File: src/rtl/cpu_mem_pkg.sv
// Shared constants and FSM state type for the CPU memory responder.
package cpu_mem_pkg;
  localparam int DATA_W  = 8;
  localparam int ADDR_W  = 4;
  localparam int DEPTH   = 2 ** ADDR_W;
  localparam int LEN_MAX = DEPTH;

  typedef enum logic [1:0] {
    HOLD,
    LOAD,
    DONE,
    RUN
  } state_t;
endpackage

File: src/rtl/cpu_mem_responder_if.sv
// CPU memory bus plus program-loader byte stream.
interface cpu_mem_responder_if
  import cpu_mem_pkg::*;
#(
  parameter int DW = DATA_W,
  parameter int AW = ADDR_W
);
  logic          read;
  logic          write;
  logic [AW-1:0] address;
  logic [DW-1:0] memoryIn;
  logic [DW-1:0] memoryOut;
  logic          load_start;
  logic [AW:0]   load_len;
  logic          load_valid;
  logic [DW-1:0] load_data;
  logic          load_ready;

  modport master (
    output read, write, address, memoryIn,
    output load_start, load_len,
    output load_valid, load_data,
    input  memoryOut, load_ready
  );

  modport slave (
    input  read, write, address, memoryIn,
    input  load_start, load_len,
    input  load_valid, load_data,
    output memoryOut, load_ready
  );
endinterface

File: src/rtl/mem_array.sv
// Register-file RAM: one write port, two combinational read ports.
module mem_array
  import cpu_mem_pkg::*;
#(
  parameter int DW = DATA_W,
  parameter int AW = ADDR_W
) (
  input  logic          clk,
  input  logic          clr,
  input  logic          we,
  input  logic [AW-1:0] waddr,
  input  logic [DW-1:0] wdata,
  input  logic [AW-1:0] raddr_a,
  output logic [DW-1:0] rdata_a,
  input  logic [AW-1:0] raddr_b,
  output logic [DW-1:0] rdata_b
);
  localparam int N = 2 ** AW;

  logic [DW-1:0] mem [N];

  // Clear wins over a same-cycle write.
  always_ff @(posedge clk) begin
    if (clr) begin
      for (int i = 0; i < N; i++)
        mem[i] <= '0;
    end else if (we) begin
      mem[waddr] <= wdata;
    end
  end

  assign rdata_a = mem[raddr_a];
  assign rdata_b = mem[raddr_b];
endmodule

File: src/rtl/cpu_mem_responder.sv
// CPU-side RAM with a program loader that holds the CPU in clear.
module cpu_mem_responder
  import cpu_mem_pkg::*;
#(
  parameter int DW       = DATA_W,
  parameter int AW       = ADDR_W,
  parameter int AUTO_RUN = 0
) (
  input  logic                clk,
  input  logic                clr,
  cpu_mem_responder_if.slave  bus,
  output logic                load_done,
  output logic                cpu_hold,
  input  logic [AW-1:0]       dbg_addr,
  output logic [DW-1:0]       dbg_data,
  output logic [7:0]          write_count,
  output logic [7:0]          read_count
);
  localparam logic [AW:0] FULL = (AW+1)'(2 ** AW);
  localparam logic [AW:0] ONE  = (AW+1)'(1);

  state_t        state;
  logic [AW-1:0] ptr;
  logic [AW:0]   len;
  logic          ready_q;
  logic [AW:0]   len_in;
  logic          load_acc;
  logic          cpu_we;
  logic          last;
  logic          we;
  logic [AW-1:0] waddr;
  logic [DW-1:0] wdata;

  assign len_in = (bus.load_len == '0 || bus.load_len > FULL)
                ? FULL : bus.load_len;

  assign load_acc = (state == LOAD) && bus.load_valid && ready_q;
  assign cpu_we   = (state == RUN) && bus.write;
  assign last     = ((AW+1)'(ptr) + ONE) == len;

  assign we    = load_acc | cpu_we;
  assign waddr = load_acc ? ptr : bus.address;
  assign wdata = load_acc ? bus.load_data : bus.memoryIn;

  assign bus.load_ready = ready_q;

  mem_array #(.DW(DW), .AW(AW)) u_mem (
    .clk     (clk),
    .clr     (clr),
    .we      (we),
    .waddr   (waddr),
    .wdata   (wdata),
    .raddr_a (bus.address),
    .rdata_a (bus.memoryOut),
    .raddr_b (dbg_addr),
    .rdata_b (dbg_data)
  );

  always_ff @(posedge clk) begin
    if (clr) begin
      state       <= (AUTO_RUN != 0) ? RUN : HOLD;
      cpu_hold    <= (AUTO_RUN == 0);
      ready_q     <= 1'b0;
      load_done   <= 1'b0;
      ptr         <= '0;
      len         <= FULL;
      write_count <= '0;
      read_count  <= '0;
    end else begin
      load_done <= 1'b0;
      unique case (state)
        HOLD: begin
          if (bus.load_start) begin
            state   <= LOAD;
            ready_q <= 1'b1;
            len     <= len_in;
            ptr     <= '0;
          end
        end
        LOAD: begin
          // ptr parks on the last address instead of wrapping
          if (load_acc) begin
            if (last) begin
              state     <= DONE;
              ready_q   <= 1'b0;
              load_done <= 1'b1;
            end else begin
              ptr <= ptr + 1'b1;
            end
          end
        end
        DONE: begin
          state    <= RUN;
          cpu_hold <= 1'b0;
        end
        RUN: begin
          if (bus.load_start) begin
            state       <= LOAD;
            cpu_hold    <= 1'b1;
            ready_q     <= 1'b1;
            len         <= len_in;
            ptr         <= '0;
            write_count <= '0;
            read_count  <= '0;
          end else begin
            if (bus.write && write_count != 8'hFF)
              write_count <= write_count + 8'd1;
            if (bus.read && read_count != 8'hFF)
              read_count <= read_count + 8'd1;
          end
        end
        default: state <= HOLD;
      endcase
    end
  end
endmodule

File: src/flat_wrapper.sv
// flat-port wrapper written by rule: the top's interface ports become plain ports
module cpu_mem_responder_flat import cpu_mem_pkg::*;
#(
  parameter int DW       = DATA_W,
  parameter int AW       = ADDR_W,
  parameter int AUTO_RUN = 0
)
  (clk, clr, load_done, cpu_hold, dbg_addr, dbg_data, write_count, read_count, bus_read, bus_write, bus_address, bus_memoryIn, bus_load_start, bus_load_len, bus_load_valid, bus_load_data, bus_memoryOut, bus_load_ready);
  cpu_mem_responder_if #(.DW(DW), .AW(AW)) bus_i ();
  input  logic clk;
  input  logic clr;
  output logic load_done;
  output logic cpu_hold;
  input  logic [AW-1:0] dbg_addr;
  output logic [DW-1:0] dbg_data;
  output logic [7:0] write_count;
  output logic [7:0] read_count;
  input wire logic [$bits(bus_i.read)-1:0] bus_read;
  input wire logic [$bits(bus_i.write)-1:0] bus_write;
  input wire logic [$bits(bus_i.address)-1:0] bus_address;
  input wire logic [$bits(bus_i.memoryIn)-1:0] bus_memoryIn;
  input wire logic [$bits(bus_i.load_start)-1:0] bus_load_start;
  input wire logic [$bits(bus_i.load_len)-1:0] bus_load_len;
  input wire logic [$bits(bus_i.load_valid)-1:0] bus_load_valid;
  input wire logic [$bits(bus_i.load_data)-1:0] bus_load_data;
  output wire logic [$bits(bus_i.memoryOut)-1:0] bus_memoryOut;
  output wire logic [$bits(bus_i.load_ready)-1:0] bus_load_ready;
  assign bus_i.read = bus_read;
  assign bus_i.write = bus_write;
  assign bus_i.address = bus_address;
  assign bus_i.memoryIn = bus_memoryIn;
  assign bus_i.load_start = bus_load_start;
  assign bus_i.load_len = bus_load_len;
  assign bus_i.load_valid = bus_load_valid;
  assign bus_i.load_data = bus_load_data;
  assign bus_memoryOut = bus_i.memoryOut;
  assign bus_load_ready = bus_i.load_ready;
  cpu_mem_responder #(.DW(DW), .AW(AW), .AUTO_RUN(AUTO_RUN)) u_core (.clk(clk), .clr(clr), .bus(bus_i), .load_done(load_done), .cpu_hold(cpu_hold), .dbg_addr(dbg_addr), .dbg_data(dbg_data), .write_count(write_count), .read_count(read_count));
endmodule
File: config.mk
export PLATFORM = sky130hd
export DESIGN_NAME = cpu_mem_responder_flat
export DESIGN_NICKNAME = d
export VERILOG_FILES = /design/src/rtl/cpu_mem_pkg.sv /design/src/rtl/cpu_mem_responder_if.sv /design/src/rtl/mem_array.sv /design/src/rtl/cpu_mem_responder.sv /design/src/flat_wrapper.sv
export SDC_FILE = /design/constraint.sdc
export NUM_CORES = 1
export LEC_CHECK = 0
export CAP_MARGIN = 0
export CORE_ASPECT_RATIO = 2
export CORE_MARGIN = 2
export CORE_UTILIZATION = 30
export CTS_CLUSTER_SIZE = 25
export DETAILED_ROUTE_END_ITERATION = 10
export PLACE_DENSITY = 0.54
export REMOVE_ABC_BUFFERS = 1
export SLEW_MARGIN = 10
export SYNTH_ARGS = -nofsm -noshare
export SYNTH_HDL_FRONTEND = slang
export SYNTH_SLANG_ARGS = --single-unit
File: constraint.sdc
create_clock -name clk -period 3 [get_ports clk]
set_clock_uncertainty 0.05 [all_clocks]
set_input_delay 0.45 -clock clk [delete_from_list [all_inputs] [get_ports clk]]
set_output_delay 0.45 -clock clk [all_outputs]
set_load 0.05 [all_outputs]
==> results of run 1 <==
-- synth_stat cells, types with 4 or more instances --
| cell | number | area (sq um) |
|---|---|---|
| nor3b_1 | 6 | 45.0 |
| a21o_1 | 4 | 30.0 |
| ha_1 | 7 | 87.6 |
| inv_1 | 5 | 18.8 |
| xor2_1 | 13 | 114 |
| buf_2 | 16 | 80.1 |
| a21oi_1 | 12 | 60.1 |
| nand2b_1 | 19 | 119 |
| nand2_1 | 15 | 56.3 |
| a31oi_1 | 4 | 25.0 |
| mux4_2 | 80 | 1800 |
| nor2_1 | 160 | 601 |
| and2_1 | 4 | 25.0 |
| clkbuf_1 | 25 | 93.8 |
| o21ai_0 | 6 | 30.0 |
| nand3_1 | 7 | 35.0 |
| dfxtp_1 | 30 | 601 |
| nor2b_1 | 4 | 25.0 |
| mux2i_1 | 13 | 130 |
| nand2_2 | 8 | 50.1 |
| o2111ai_1 | 4 | 35.0 |
| edfxtp_1 | 128 | 3840 |
| o211ai_1 | 6 | 45.0 |
-- kinds of logic after synthesis --
family | Yosys count | synth area share
flip-flops | 158 | 0.536
XOR/XNOR | 16 | 0.0169
adder cells (fa/ha/maj) | 7 | 0.0106
multiplexers | 96 | 0.238
buffers and inverters | 49 | 0.0246
AO/OA/AOI/OAI | 46 | 0.0371
AND/OR/NAND/NOR | 243 | 0.138
-- sequential cells by signal, indices dropped and copies added (netlist names) --
| name | count |
|---|---|
| u_core.bus.load_ready | 1 |
| u_core.load_done | 1 |
| u_core.state | 2 |
| u_core.cpu_hold | 1 |
| u_core.read_count | 8 |
| u_core.write_count | 8 |
| u_core.u_mem.mem | 128 |
| u_core.ptr | 4 |
| u_core.len | 5 |
-- layer usage --
| metal | wire [microns] | share of wire | vias to the layer above |
|---|---|---|---|
| met4 | 475 | 0.021 | 0 |
| met2 | 12300 | 0.55 | 153 |
| met5 | 0 | 0 | - |
| met3 | 1080 | 0.048 | 33 |
| li1 | - | - | 2530 |
| met1 | 8710 | 0.39 | 2777 |
-- stage by stage --
step	total power, mW	hold WS, ns
after global routing	6.17	0.469
after CTS	6.01	0.465
after floorplan	3.25	0.418
final	5.95	0.465
after detailed placement	3.72	0.451
after global placement	3.70	0.444
-- tightest hold or removal path, stage by stage (launching register included) --
cell,delay (ns)
dfxtp_1,0.34
a21oi_1,0.07
nor2_1,0.07
-- layout make-up --
| class | instances | area, sq um | share of cell area |
|---|---|---|---|
| flip-flops and latches | 158 | 4440 | 0.430 |
| repair buffers | 130 | 1170 | 0.114 |
| multi-input cells | 408 | 3650 | 0.353 |
| well taps | 352 | 440 | 0.0426 |
| clock inverters | 13 | 186 | 0.0180 |
| clock buffers | 18 | 429 | 0.0415 |
| inverters | 5 | 18.8 | 0.00182 |
-- final timing paths --
path / cells past startpoint / slack [ns] / to
worst min-delay path: 2 / 0.47 / u_core.len[3]
worst max-delay path: 5 / 0.18 / dbg_data[4]
worst min register to register: 2 / 0.47 / u_core.len[3]
worst max register to register: 7 / 0.40 / u_core.u_mem.mem[15][5]
-- power by group --
group	leakage [nW]	internal [mW]	switching, mW
Combinational	1.86	0.458	0.655
Clock	0.303	1.39	0.895
Sequential	1.56	2.47	0.0744
Total	3.73	4.32	1.62
==> Implementation_results.wiki, run 1 <==
{| class="wikitable"
! Metric !! Value
|-
| Routed wire length || 22600 microns
|-
| Min setup slack post-route || 0.176 ns
|-
| Total setup buffers inserted after CTS || 0
|-
| WP data required || 2.50 ns
|-
| Startpoint of the most critical register-to-register path || u_core.state[1]
|-
| Post-synthesis average cell area || around 13 sq um
|-
| Min cycle time layout || around 2.8 ns
|-
| Post-synth EDFFs || between 100 and 150
|-
| Fraction of final layout cells with drive strength greater than 1 || 0.280
|-
| Class of the most critical hold timing path || reg -> reg
|-
| Cell area reported after detailed placement || just under 10000 sq um
|-
| CTS sink cnt || about 160
|-
| Largest net degree at the start of global routing || 37
|-
| Leak || between 3 and 4 nW
|-
| Arrival time at the worst endpoint || approximately 2.3 ns
|-
| Critical path launch point || dbg_addr[1]
|-
| Layer with the highest usage after global routing || met2
|-
| Post-detailed-route count of antenna-violating nets || 0
|-
| Fill cells || 2657
|-
| Final Cell Area || ~10000 sq um
|-
| Number of buffers inserted during clock tree synthesis || 17
|-
| Post-detailed-placement half-perimeter wirelength || between 15000 and 20000 microns
|-
| Maximum VDD drop || 386 uV
|-
| Met3 usage in global routing || 0.0327
|-
| Run status || complete, no violations
|-
| Number of iterations in the first detailed-routing pass || 4
|-
| Final core occ || 0.378
|-
| Final antenna diode count || 0
|-
| Worst path most repeated cell || mux4_2
|-
| Combined buffer and inverter count along the critical path || 3
|-
| Fraction of registers with async set/reset || 0
|-
| Startpoint of the tightest hold check path || u_core.len[3]
|-
| Area Growth Syn to Fin || 24.6%
|-
| Number of cells in the design after placement || ~1100
|-
| Bufs on Longest Clock Path || 2
|-
| Fraction of the cycle the final worst path needs || 0.941
|-
| Number of levels in the clock H-tree || 4
|-
| Starting utilization of the core area || 0.304
|-
| Antenna violations before repair || 0
|-
| Highest-delay cell along the critical path || clkdlybuf4s50_1
|-
| Via Count || 5493
|-
| GR Util met1 || 0.194
|-
| Delay-heaviest family, CP || buffers and inverters
|-
| Final setup fails || 0
|-
| Residual overflow from global routing || 0
|-
| Clock-pin slew reported for the worst setup and hold paths after clock tree synthesis || 0.06 ns
|-
| Slew at the pin with the worst max-slew slack || around 0.64 ns
|-
| Number of top-level design ports || 70
|-
| Placeable core area || about 27000 sq um
|-
| Largest incremental delay on the critical path || roughly 0.52 ns
|-
| Horizontal die dimension || between 100 and 150 microns
|-
| Cell chosen for the clock root || clkbuf_16
|-
| Total global-route track usage || 0.165
|-
| Met2 layer usage reported by global route || 0.294
|-
| Sum of negative setup slack || 0 ns
|-
| Number of DRC violations after detailed routing || 0
|-
| Area enclosed by the die boundary || between 20000 and 30000 sq um
|-
| Clock tree from TritonCTS || yes
|-
| Synth unique cells || 48
|-
| Hold_buf cts || 0
|-
| Synthesized area || 8300 sq um
|-
| Number of rows created at floorplan || 86
|-
| Via density || between 5 and 6
|-
| Top achievable clock speed || approximately 350 MHz
|-
| Number of max-capacitance violations reported || 0
|-
| Number of nets at the end of the flow || ~760
|-
| Total of buffers placed on input and output ports || 69
|-
| Pwr Density || 575 nW/um^2
|-
| Maximum fanout encountered on the critical timing path || 32
|-
| Post-Place Worst Slack || between 0.15 and 0.2 ns
|-
| Highest-count cells in the layout ignoring fill and taps || 160 x nor2_1, 128 x edfxtp_1, 80 x mux4_2, 71 x buf_4, 51 x clkdlybuf4s50_1
|-
| WL/cell || 20.8 microns
|-
| Count of instances resized after the clock tree is built || 0
|-
| Final number of max-transition violations || 0
|-
| Post-synthesis cell count || just over 600
|-
| RSZ-0062 raised after global routing || no
|-
| Cells along the critical path || clkdlybuf4s50_1 -> buf_12 -> mux4_2 -> mux4_2 -> buf_4
|-
| Setup crit start kind || input pin
|-
| Most common cell after layout, fill and taps aside || nor2_1
|-
| Routability Congestion || between 0.8 and 0.9
|-
| Vert. Die Dim || ~240 microns
|-
| Hold Violations, Final || 0
|-
| Setup crit end kind || output port
|-
| CP Class || in -> out
|-
| Non-filler cells, final || approximately 1100
|-
| Worst slew margin relative to its limit || 0.574
|-
| Sequential share of the synthesized area || 0.536
|-
| Global-route wire length before repair || 35000 microns
|-
| Synth Register Bits || 158
|-
| Via count of the first global-routing pass || 5687
|-
| Dominant register cell in the synthesized netlist || edfxtp_1
|-
| Latest clock arrival within the worst-skew pair || roughly 0.43 ns
|-
| Initial DRC count || 348
|-
| Yosys Warn Count || 0
|}
Note: power is estimated with default switching activity, not from simulation.
==> inputs of run 2 (changes only) <==
--- a/config.mk
+++ b/config.mk
@@ -13,6 +13,7 @@
 export DETAILED_ROUTE_END_ITERATION = 10
 export PLACE_DENSITY = 0.54
 export REMOVE_ABC_BUFFERS = 1
+export SKIP_LAST_GASP = 1
 export SLEW_MARGIN = 10
 export SYNTH_ARGS = -nofsm -noshare
 export SYNTH_HDL_FRONTEND = slang
==> constraint.sdc (replaced) <==
create_clock -name clk -period 3.5 [get_ports clk]
set_clock_uncertainty 0.05 [all_clocks]
set_input_delay 0.525 -clock clk [delete_from_list [all_inputs] [get_ports clk]]
set_output_delay 0.525 -clock clk [all_outputs]
set_load 0.05 [all_outputs]
==> Implementation_results.wiki, run 2 (synthesis results as in run 1) <==
{| class="wikitable"
! Metric !! Value
|-
| Top achievable clock speed || ~340 MHz
|-
| Maximum VDD drop || approximately 350 uV
|-
| Sum of negative setup slack || 0 ns
|-
| Clock-pin slew reported for the worst setup and hold paths after clock tree synthesis || roughly 0.06 ns
|-
| Area enclosed by the die boundary || ~29000 sq um
|-
| Number of buffers inserted during clock tree synthesis || 17
|-
| Met3 usage in global routing || 0.0332
|-
| Footprint of the multi-input gates || ~3600 sq um
|-
| CP Class || in -> out
|-
| Number of top-level design ports || 70
|-
| Total setup buffers inserted after CTS || 0
|-
| Final setup fails || 0
|-
| Post-detailed-placement half-perimeter wirelength || 16000 microns
|-
| Total of buffers placed on input and output ports || just under 70
|-
| Highest-count cells in the layout ignoring fill and taps || 160 x nor2_1, 128 x edfxtp_1, 80 x mux4_2, 51 x clkdlybuf4s50_1, 48 x buf_4
|-
| Count of instances resized after the clock tree is built || 0
|-
| Leak || around 3.6 nW
|-
| Largest incremental delay on the critical path || a little over 0.5 ns
|-
| Post-Place Worst Slack || between 0.5 and 0.6 ns
|-
| Pwr Density || 494 nW/um^2
|-
| Min cycle time layout || roughly 3.0 ns
|-
| GR Util met1 || 0.191
|-
| Setup crit end kind || output port
|-
| WP data required || 2.92 ns
|-
| Class of the most critical hold timing path || reg -> reg
|-
| Post-detailed-route count of antenna-violating nets || 0
|-
| Area taken by flip-flops and latches || between 4000 and 5000 sq um
|-
| WL/cell || 20.8 microns
|-
| Final number of max-transition violations || 0
|-
| Maximum fanout encountered on the critical timing path || 32
|-
| Via density || just over 5
|-
| Worst slew margin relative to its limit || 0.568
|-
| Total global-route track usage || 0.159
|-
| Vert. Die Dim || roughly 240 microns
|-
| Hold slack final || 0.457 ns
|-
| Global-route wire length before repair || between 30000 and 40000 microns
|-
| Via Count || 5482
|-
| Slew at the pin with the worst max-slew slack || 0.644 ns
|-
| Hold Violations, Final || 0
|-
| Fill cells || roughly 2700
|-
| Hold_buf cts || 0
|-
| Clock tree from TritonCTS || yes
|-
| Setup crit start kind || input pin
|-
| Antenna violations before repair || 0
|-
| Fraction of the cycle the final worst path needs || 0.848
|-
| Min setup slack post-route || between 0.5 and 0.6 ns
|-
| Starting utilization of the core area || 0.304
|-
| Number of iterations in the first detailed-routing pass || 5
|-
| Via count of the first global-routing pass || ~5700
|-
| Cells along the critical path || clkdlybuf4s50_1 -> buf_12 -> mux4_2 -> mux4_2 -> buf_4
|-
| Highest-delay cell along the critical path || clkdlybuf4s50_1
|-
| Number of nets at the end of the flow || around 740
|-
| Placeable core area || about 27000 sq um
|-
| Register bank with the most flops || u_core.u_mem.mem
|-
| Run status || complete, no violations
|-
| Met2 layer usage reported by global route || 0.277
|-
| Initial DRC count || approximately 440
|-
| Number of levels in the clock H-tree || 4
|-
| Residual overflow from global routing || 0
|-
| Routability Congestion || between 0.8 and 0.9
|-
| CTS sink cnt || between 150 and 200
|-
| Number of max-capacitance violations reported || 0
|-
| Cell chosen for the clock root || clkbuf_16
|-
| Layer with the highest usage after global routing || met2
|-
| Bufs on Longest Clock Path || 2
|-
| Worst path most repeated cell || mux4_2
|-
| Routed wire length || 22100 microns
|-
| Number of DRC violations after detailed routing || 0
|-
| Latest clock arrival within the worst-skew pair || between 0.4 and 0.5 ns
|-
| Leading registers by flop count || u_core.u_mem.mem x128, u_core.read_count x8, u_core.write_count x8
|-
| Most common cell after layout, fill and taps aside || nor2_1
|-
| Final antenna diode count || 0
|-
| Largest register FFs || 128
|-
| Final core occ || 0.370
|-
| Area Growth Syn to Fin || 21.8%
|-
| Fraction of final layout cells with drive strength greater than 1 || 0.254
|-
| Number of rows created at floorplan || 86
|-
| RSZ-0062 raised after global routing || no
|-
| Arrival time at the worst endpoint || around 2.4 ns
|-
| Horizontal die dimension || 122 microns
|-
| Largest net degree at the start of global routing || 37
|}
## run 2: metal layers
metal  part of all wire  vias up
met5                  0        -
met4              0.025        0
met3              0.053       34
met2               0.53      168
met1               0.39     2789
li1                   -     2491
## run 2: final timing paths
| kind | startpoint | slack (ns) | endpoint | cells after the start |
|---|---|---|---|---|
| setup / recovery | dbg_addr[1] | 0.53 | dbg_data[4] | 5 |
| setup reg to reg | u_core.state[1] | 0.84 | u_core.u_mem.mem[3][2] | 7 |
| hold / removal | u_core.len[0] | 0.46 | u_core.len[0] | 2 |
| hold reg to reg | u_core.len[0] | 0.46 | u_core.len[0] | 2 |
## run 2: critical path, delay by kind of cell
kind                   cells  cell delay, ns
buffers and inverters      3            0.96
muxes                      2            0.87
## run 2: cell type report
class,instances,share of cell area
clock buffer,19,0.0428
clock inverter,13,0.0158
inverter,5,0.00186
multi-input combinational,408,0.361
sequential,158,0.440
tap,352,0.0436
timing repair buffer,105,0.0951
## run 2: metrics by stage
stage          cell area, sq um  instances  power, mW
4_1_cts                   10100       1060       5.04
6_report                  10100       1060       4.99
3_3_place_gp               9510       1028       3.14
2_1_floorplan              8110        571       2.79
5_1_grt                   10100       1060       5.18
3_5_place_dp               9510       1028       3.16
## run 2: power breakdown
group | internal, mW | leakage (nW) | switching (mW)
clock | 1.12 | 0.290 | 0.761
sequential | 2.12 | 1.56 | 0.0658
combinational | 0.367 | 1.73 | 0.555
total | 3.61 | 3.58 | 1.38
==> RTL change: new RTL, config.mk and constraints of run 1 <==
Encoding of `state_t`: now Gray code (2 bits for 4 states).
--- a/src/rtl/cpu_mem_pkg.sv
+++ b/src/rtl/cpu_mem_pkg.sv
@@ -6,10 +6,10 @@
   localparam int LEN_MAX = DEPTH;
 
   typedef enum logic [1:0] {
-    HOLD,
-    LOAD,
-    DONE,
-    RUN
+    HOLD = 2'b00,
+    LOAD = 2'b01,
+    DONE = 2'b11,
+    RUN  = 2'b10
   } state_t;
 endpackage
 
Function: no difference found for any inputs over 4 cycles, from zero or initial values; so few cycles prove little.
==> RTL change against run 1 <==
  * Synthesized area down 1.1%
  * Non-clock buffer count down 11
  * Routed wire length up 5.5%
  * Worst setup slack worse by 9.3 ps
  * Sequential power down 3%
  * Count of clock-buffer cells in the layout up 2
  * Cell area down 2.9%
  * Utilization down 0.52 points
  * Total power down 15%
  * Sequential cell count unchanged
==> RTL change: results (changes against run 1) <==
\begin{tabular}{lr}
\hline
Metric & Value \\
\hline
\multicolumn{2}{l}{\textbf{Status}} \\
Run status & complete, no violations \\
\multicolumn{2}{l}{\textbf{Critical path}} \\
Endpoint of the most critical setup path & bus\_memoryOut[0] \\
Worst R2R End & u\_core.u\_mem.mem[7][1]\$\_SDFFCE\_PN0P\_ \\
Crit-path max FO & 33 (+3.1\%) \\
\multicolumn{2}{l}{\textbf{Global routing}} \\
GR Util All Layers & 17.5\% (+0.97 points) \\
Number of global-route vias before repair & 6002 (+5.5\%) \\
M3 GR Usage & 3.04\% (-0.23 points) \\
Met2 usage & 33.9\% (+4.5 points) \\
First-pass GRT wire length & 35900 um (+2.6\%) \\
Largest net degree at the start of global routing & 34 (-8.1\%) \\
\multicolumn{2}{l}{\textbf{Final layout}} \\
Count of buffers not belonging to the clock network in the layout & 119 (-8.5\%) \\
Final layout net count & 731 (-4.1\%) \\
Share of post-route cells with drive strength above 1 & 28.8\% (+0.79 points) \\
Filler cells & 2563 (-3.5\%) \\
Seq Cell Count & 158 (unchanged) \\
Final non-clock buffer share & 10.6\% (-0.73 points) \\
Multi-input combinational cell area & 3580 um\^{}2 (-1.9\%) \\
\multicolumn{2}{l}{\textbf{Pwr}} \\
Reported leakage power & 0.00362 uW (-2.8\%) \\
Worst ir drop on vdd & 0.366 mV (-5.2\%) \\
\multicolumn{2}{l}{\textbf{Min path}} \\
Origin of the worst min-delay path & u\_core.write\_count[1]\$\_SDFFE\_PP0P\_ \\
Worst Hold Endpoint & u\_core.write\_count[1]\$\_SDFFE\_PP0P\_ \\
\multicolumn{2}{l}{\textbf{Yosys}} \\
Synth cell count leaders & 152 x sky130\_fd\_sc\_hd\_\_nor2\_1, 128 x sky130\_fd\_sc\_hd\_\_edfxtp\_1, 80 x sky130\_fd\_sc\_hd\_\_mux4\_2, 30 x sky130\_fd\_sc\_hd\_\_dfxtp\_1 \\
Multiplexer share of the synthesized area & 23.9\% (+0.11 points) \\
Post-synthesis xor/xnor area fraction & 1.71\% (+0.019 points) \\
\multicolumn{2}{l}{\textbf{Timing}} \\
Worst-margin pin slew & 767 ps (+132 ps) \\
\multicolumn{2}{l}{\textbf{Placed design}} \\
Detailed-placement wirelength estimate & 18300 um (+9.4\%) \\
\multicolumn{2}{l}{\textbf{Drt}} \\
Sum of met2 wire segment lengths after detailed routing & 14100 um (+14\%) \\
Routed wire length per instance & 22.6 um (+8.6\%) \\
\hline
\end{tabular}
==> RTL change: cell count changes after synthesis, sizes merged, moves of 5 or more <==
cell	before	now
xor2	13	8
clkbuf	25	20
nor2	160	152
xnor2	3	8
==> RTL change: through the flow <==
step           hold slack [ps]  total power, uW  instances  setup slack (ps)  cell area [um^2]
6_report                   467             5070       1053               166             10000
4_1_cts                    466             5120       1053               173             10000
5_1_grt                    496             5230       1053               132             10000
2_1_floorplan              418             2880        554               363              8030
3_5_place_dp               453             3210       1021               123              9530
3_3_place_gp               448             3200       1021               167              9530
==> RTL change: power by group through the flow <==
stage / logic, uW / clock network (uW) / registers, uW
finish: 684 / 1920 / 2470
global route: 720 / 2040 / 2480
CTS: 695 / 1950 / 2470
detailed placement: 694 / 0 / 2520
global placement: 686 / 0 / 2510
floorplan: 381 / 0 / 2500
==> RTL change: cells by family after synthesis <==
group / Yosys count
compound gates: 35
xor+xnor: 16
fa+ha+maj: 4
buf+inv: 41
flops: 158
mux: 95
simple gates: 244
